File: src/rtl/spi_ram_pkg.sv
// Shared command encoding and word layout for the SPI-fed RAM controller.
package spi_ram_pkg;

  localparam int WORD_W    = 10;
  localparam int CMD_MSB   = 9;
  localparam int CMD_LSB   = 8;
  localparam int PAYLOAD_W = 8;

  localparam logic [1:0] CMD_WR_ADDR = 2'b00;
  localparam logic [1:0] CMD_WR_DATA = 2'b01;
  localparam logic [1:0] CMD_RD_ADDR = 2'b10;
  localparam logic [1:0] CMD_RD_DATA = 2'b11;

  // Address width needed to index a memory of the given depth (at least 1 bit).
  function automatic int addr_bits(input int depth);
    return (depth > 1) ? $clog2(depth) : 1;
  endfunction

endpackage

File: src/rtl/spram_core.sv
// Plain single-port synchronous RAM: registered read, write on the same edge, no reset.
module spram_core #(
  parameter int DEPTH = 256,
  parameter int AW    = 8,
  parameter int DW    = 8
) (
  input  logic          clk,
  input  logic          we,
  input  logic [AW-1:0] addr,
  input  logic [DW-1:0] wdata,
  output logic [DW-1:0] rdata
);

  logic [DW-1:0] r_mem [DEPTH];

  // Array write and registered read (read-first); kept reset-free so it maps onto RAM.
  always_ff @(posedge clk) begin
    if (we) begin
      r_mem[addr] <= wdata;
    end
    rdata <= r_mem[addr];
  end

endmodule

File: src/rtl/spi_ram_ctrl.sv
// Command decoder in front of a single-port RAM, fed by 10-bit words from an SPI slave.
module spi_ram_ctrl
  import spi_ram_pkg::*;
#(
  parameter int MEM_DEPTH = 256,
  parameter int ADDR_SIZE = 8,
  parameter int AUTO_INC  = 0
) (
  input  logic              clk,
  input  logic              rst,
  input  logic [WORD_W-1:0] rx_data,
  input  logic              rx_valid,
  output logic [7:0]        tx_data,
  output logic              tx_valid,
  output logic              seq_err
);

  localparam int AW = addr_bits(MEM_DEPTH);

  logic [1:0]           w_cmd;
  logic [PAYLOAD_W-1:0] w_payload;
  logic [ADDR_SIZE-1:0] w_addr_field;
  logic                 w_do_wr_addr;
  logic                 w_do_wr_data;
  logic                 w_do_rd_addr;
  logic                 w_do_rd_data;
  logic [AW-1:0]        w_mem_addr;
  logic [7:0]           w_rdata;

  logic [AW-1:0]        r_wr_addr;
  logic [AW-1:0]        r_rd_addr;
  logic                 r_wr_addr_set;
  logic                 r_rd_addr_set;
  logic                 r_tx_valid;
  logic                 r_seq_err;
  logic [7:0]           r_tx_hold;

  assign w_cmd        = rx_data[CMD_MSB:CMD_LSB];
  assign w_payload    = rx_data[PAYLOAD_W-1:0];
  assign w_addr_field = rx_data[ADDR_SIZE-1:0];

  assign w_do_wr_addr = rx_valid && (w_cmd == CMD_WR_ADDR);
  assign w_do_wr_data = rx_valid && (w_cmd == CMD_WR_DATA);
  assign w_do_rd_addr = rx_valid && (w_cmd == CMD_RD_ADDR);
  assign w_do_rd_data = rx_valid && (w_cmd == CMD_RD_DATA);

  // The encoding allows only one data access per word, so a simple mux shares the port.
  assign w_mem_addr = w_do_wr_data ? r_wr_addr : r_rd_addr;

  spram_core #(
    .DEPTH (MEM_DEPTH),
    .AW    (AW),
    .DW    (8)
  ) u_core (
    .clk   (clk),
    .we    (w_do_wr_data),
    .addr  (w_mem_addr),
    .wdata (w_payload),
    .rdata (w_rdata)
  );

  // Address registers and their "has been set" flags; upper address bits drop out (wrap).
  always_ff @(posedge clk or posedge rst) begin
    if (rst) begin
      r_wr_addr     <= '0;
      r_rd_addr     <= '0;
      r_wr_addr_set <= 1'b0;
      r_rd_addr_set <= 1'b0;
    end else begin
      if (w_do_wr_addr) begin
        r_wr_addr     <= w_addr_field[AW-1:0];
        r_wr_addr_set <= 1'b1;
      end else if (w_do_wr_data && (AUTO_INC != 0)) begin
        r_wr_addr <= r_wr_addr + 1'b1;
      end
      if (w_do_rd_addr) begin
        r_rd_addr     <= w_addr_field[AW-1:0];
        r_rd_addr_set <= 1'b1;
      end else if (w_do_rd_data && (AUTO_INC != 0)) begin
        r_rd_addr <= r_rd_addr + 1'b1;
      end
    end
  end

  // One-cycle tx_valid / seq_err pulses, plus a copy of the last read byte so tx_data holds.
  always_ff @(posedge clk or posedge rst) begin
    if (rst) begin
      r_tx_valid <= 1'b0;
      r_seq_err  <= 1'b0;
      r_tx_hold  <= '0;
    end else begin
      r_tx_valid <= w_do_rd_data;
      r_seq_err  <= (w_do_wr_data && !r_wr_addr_set) || (w_do_rd_data && !r_rd_addr_set);
      if (r_tx_valid) begin
        r_tx_hold <= w_rdata;
      end
    end
  end

  // The RAM's registered read is the fresh byte during the pulse; afterwards the held copy.
  assign tx_data  = r_tx_valid ? w_rdata : r_tx_hold;
  assign tx_valid = r_tx_valid;
  assign seq_err  = r_seq_err;

endmodule

File: config.mk
export PLATFORM = sky130hd
export DESIGN_NAME = spi_ram_ctrl
export DESIGN_NICKNAME = d
export VERILOG_FILES = /design/src/rtl/spi_ram_pkg.sv /design/src/rtl/spram_core.sv /design/src/rtl/spi_ram_ctrl.sv
export SDC_FILE = /design/constraint.sdc
export NUM_CORES = 2
export LEC_CHECK = 0
export CORE_UTILIZATION = 39
export CTS_CLUSTER_DIAMETER = 200
export DETAILED_ROUTE_END_ITERATION = 6
export GPL_ROUTABILITY_DRIVEN = 0
export PLACE_DENSITY_LB_ADDON = 0.3
export SYNTH_ARGS = -nofsm -noshare
export SYNTH_HDL_FRONTEND = slang
export SYNTH_HIERARCHICAL = 1
export SYNTH_SLANG_ARGS = --single-unit
export TNS_END_PERCENT = 1
File: constraint.sdc
create_clock -name clk -period 3.7 [get_ports clk]
set_input_delay 0.74 -clock clk [delete_from_list [all_inputs] [get_ports clk]]
set_output_delay 0.74 -clock clk [all_outputs]
set_load 0.05 [all_outputs]
==> results_dict.tcl <==
set metrics [dict create \
    outcome "complete, no violations" \
    synth_xor_area_frac 0 \
    yosys.area_share.simple 0.0179 \
    synthMuxAreaShare 0.149 \
    synth_top_family_by_area "multiplexers" \
    cts-root-buf "clkbuf_16" \
    numClockSinks 2084 \
    final.setup_skew_ns 0.0760 \
    clock_latency_ns 0.88 \
    met1_usage 0.272 \
    dominantRegCellSynth "edfxtp_1" \
    ant_nets 0 \
    hold_buffers 0 \
    syn_inst 3618 \
    powerDensity_mw_per_mm2 585 \
    grt_pass1_wl_um 291000 \
    holdCritPathClass "input port to asynchronous set/reset pin" \
    port_buffers 22 \
    core_area_mm2 0.203 \
    ys_seq_area_frac 0.783 \
    fin_nets 4353 \
    cts_tree "yes" \
    yosys.cell_types.count 28 \
    grt_max_degree 107 \
    wire_per_inst_um 27.9 \
    placedCellCount 6804 \
    start_kind "input port" \
    path_max_fanout 12 \
    dieHeight_um 454 \
    hpwlAfterDp_um 128000 \
    drt_iter0_markers 4294 \
    drc 0 \
    numCtsBuffers 206 \
    ys_warn_count 6 \
    finalHoldViolCount 0 \
    final_cell_mix "edfxtp_1 (2,048), buf_4 (617), mux4_2 (512)" \
    fmax_mhz 275 \
    endpoint_kind "flop" \
    clockBufferDepth 3 \
    synth-edff-count 2048 \
    syn-num-nets 3631 \
    setup_tns_ns 0 \
    crit-reg2reg-launch "r_wr_addr[0]$_DFFE_PP0P_" \
    ys_seq_elements 2084 \
    dpl_worst_slack_ns -1.24 \
    drive_above_1_share 0.354 \
    crit_type "input port to flop" \
    finalCritPeriodShare 0.981 \
    r2r.worst_path.cells 9 \
    first_pass_iters 5 \
    async_flop_share 0.0134 \
    finalNonFillerCells 7194 \
    drv_slew 0 \
    area_growth_pct 20.5 \
    io-pin-count 23 \
    vias_per_cell 5.54 \
    setup_violations 0 \
    worst_slew_pin_slew_ns 0.928 \
    clk_pin_slew_ns 0.06 \
    final_common_cell "edfxtp_1" \
    start_util 0.393 \
    rr_endpoint "u_core/rdata[7]$_DFF_P_" \
    synth-compound-area-share 0.0357 \
    p_leak_nw 30.8 \
    r2r_slack_ns 0.37 \
    met3_usage 0.0352 \
    irDropWorstVdd_mv 0.529 \
    gr-total-overflow 0 \
    dr_total_vias 39843 \
    grt.busiest_layer "met2" \
    synth_area_per_cell_um2 22.0 \
    grt_antenna_before_repair 5 \
    drv_cap 0 \
    cts_max_level 4 \
    relSlewSlack 0.381 \
    rows 165 \
    grtUsageTotal 0.196 \
    grt_pass1_vias 41001 \
    finalHoldWorstSlack_ns 0.278 \
    die_x_um 454 \
    met2_usage 0.318 \
    min_period_ns 3.63 \
    rsz0062_at_grt "false" \
    routed_wl_um 201000 \
    die-area_mm2 0.206 \
    fin_ws_ns 0.0687 \
    synthAdderAreaFrac 0 \
    cp.arrival_ns 4.37 \
    synth_area_mm2 0.0796 \
    crit_required_ns 4.44 \
]
## state kept, by name, indices dropped and copies added (netlist names)
register	flops
r_wr_addr	8
tx_valid	1
r_wr_addr_set	1
r_tx_hold	8
r_rd_addr	8
r_rd_addr_set	1
u_core/r_mem	2048
seq_err	1
u_core/rdata	8
## worst max-delay path, cell delays in order
cell             delay, ns
clkdlybuf4s50_1       0.47
nand3b_2              0.16
buf_4                 0.20
mux2_8                0.47
buf_12                0.19
buf_12                0.16
buf_4                 0.16
mux4_2                0.29
a22oi_1               0.37
a21oi_1               0.23
o41ai_2               0.52
buf_4                 0.26
nand4_1               0.10
## per-stage QoR
step           power (W)  cell area, µm²  utilization
3_5_place_dp      0.0357           89000        0.440
6_report          0.0562           96000        0.474
5_1_grt           0.0579           96000        0.474
2_1_floorplan     0.0314           79600            -
4_1_cts           0.0567           96000        0.474
3_3_place_gp      0.0356           89000        0.440
## report_power, final
group          internal, W  switching, W  total [W]  leakage (nW)
clock               0.0120       0.00911     0.0211          3.33
sequential          0.0261     0.0000855     0.0261          18.8
combinational      0.00408       0.00486    0.00894          8.63
## how the worst max path moves through the flow
stage | start | to | slack (ns) | depth (start not counted)
floorplan | rx_data[9] | u_core/r_mem[111][0]$_DFFE_PP_ | 0.18 | 11
global placement | rx_data[9] | u_core/rdata[0]$_DFF_P_ | -1.30 | 11
detailed placement | rx_data[9] | u_core/rdata[0]$_DFF_P_ | -1.24 | 11
CTS | tx_valid$_DFF_PP0_ | tx_data[3] | 0.04 | 3
global route | rx_data[9] | u_core/rdata[0]$_DFF_P_ | 0.02 | 11
finish | rx_data[9] | u_core/rdata[7]$_DFF_P_ | 0.07 | 13
## synthesized netlist by cell type, types with 8 or more instances
| cell type | instances | area, µm² |
|---|---|---|
| a21oi_1 | 128 | 641 |
| dfrtp_1 | 28 | 701 |
| buf_2 | 36 | 180 |
| buf_4 | 16 | 120 |
| a22oi_1 | 256 | 1920 |
| nand4_1 | 8 | 50.1 |
| nor2_1 | 232 | 871 |
| o41ai_1 | 32 | 280 |
| buf_1 | 19 | 71.3 |
| nand2_1 | 28 | 105 |
| edfxtp_1 | 2048 | 61500 |
| nor3_1 | 30 | 150 |
| mux4_2 | 512 | 11500 |
| buf_6 | 16 | 180 |
| dfxtp_1 | 8 | 160 |
| clkbuf_1 | 146 | 548 |
| nand3_1 | 13 | 65.1 |
| mux2_2 | 32 | 360 |
## layer usage
metal / part of all wire / vias up / routed length (µm)
met5: 0.00030 / - / 60
li1: - / 16795 / -
met1: 0.42 / 21372 / 83500
met3: 0.069 / 302 / 13800
met2: 0.49 / 1366 / 98400
met4: 0.025 / 8 / 4970
## timing repair
item / 4_1_cts / 5_1_grt
gates resized for setup: 5 / 2
setup endpoints to repair: 5 / 2
buffers inserted: 0 / 0
## cells by family after synthesis
group	after synthesis
buffers and inverters	236
and+or+nand+nor	337
AOI/OAI and AO/OA	416
DFF	2084
muxes	545
## layout make-up
type | count | area [µm²]
Antenna cell | 2 | 5.00
Fill cell | 16525 | 107000
Sequential cell | 2084 | 62400
Clock inverter | 133 | 1510
Clock buffer | 255 | 5390
Multi-Input combinational cell | 1298 | 16300
Timing Repair Buffer | 747 | 7050
Tap cell | 2672 | 3340
Inverter | 3 | 11.3
No activity file was read; power rests on OpenSTA's default activity.
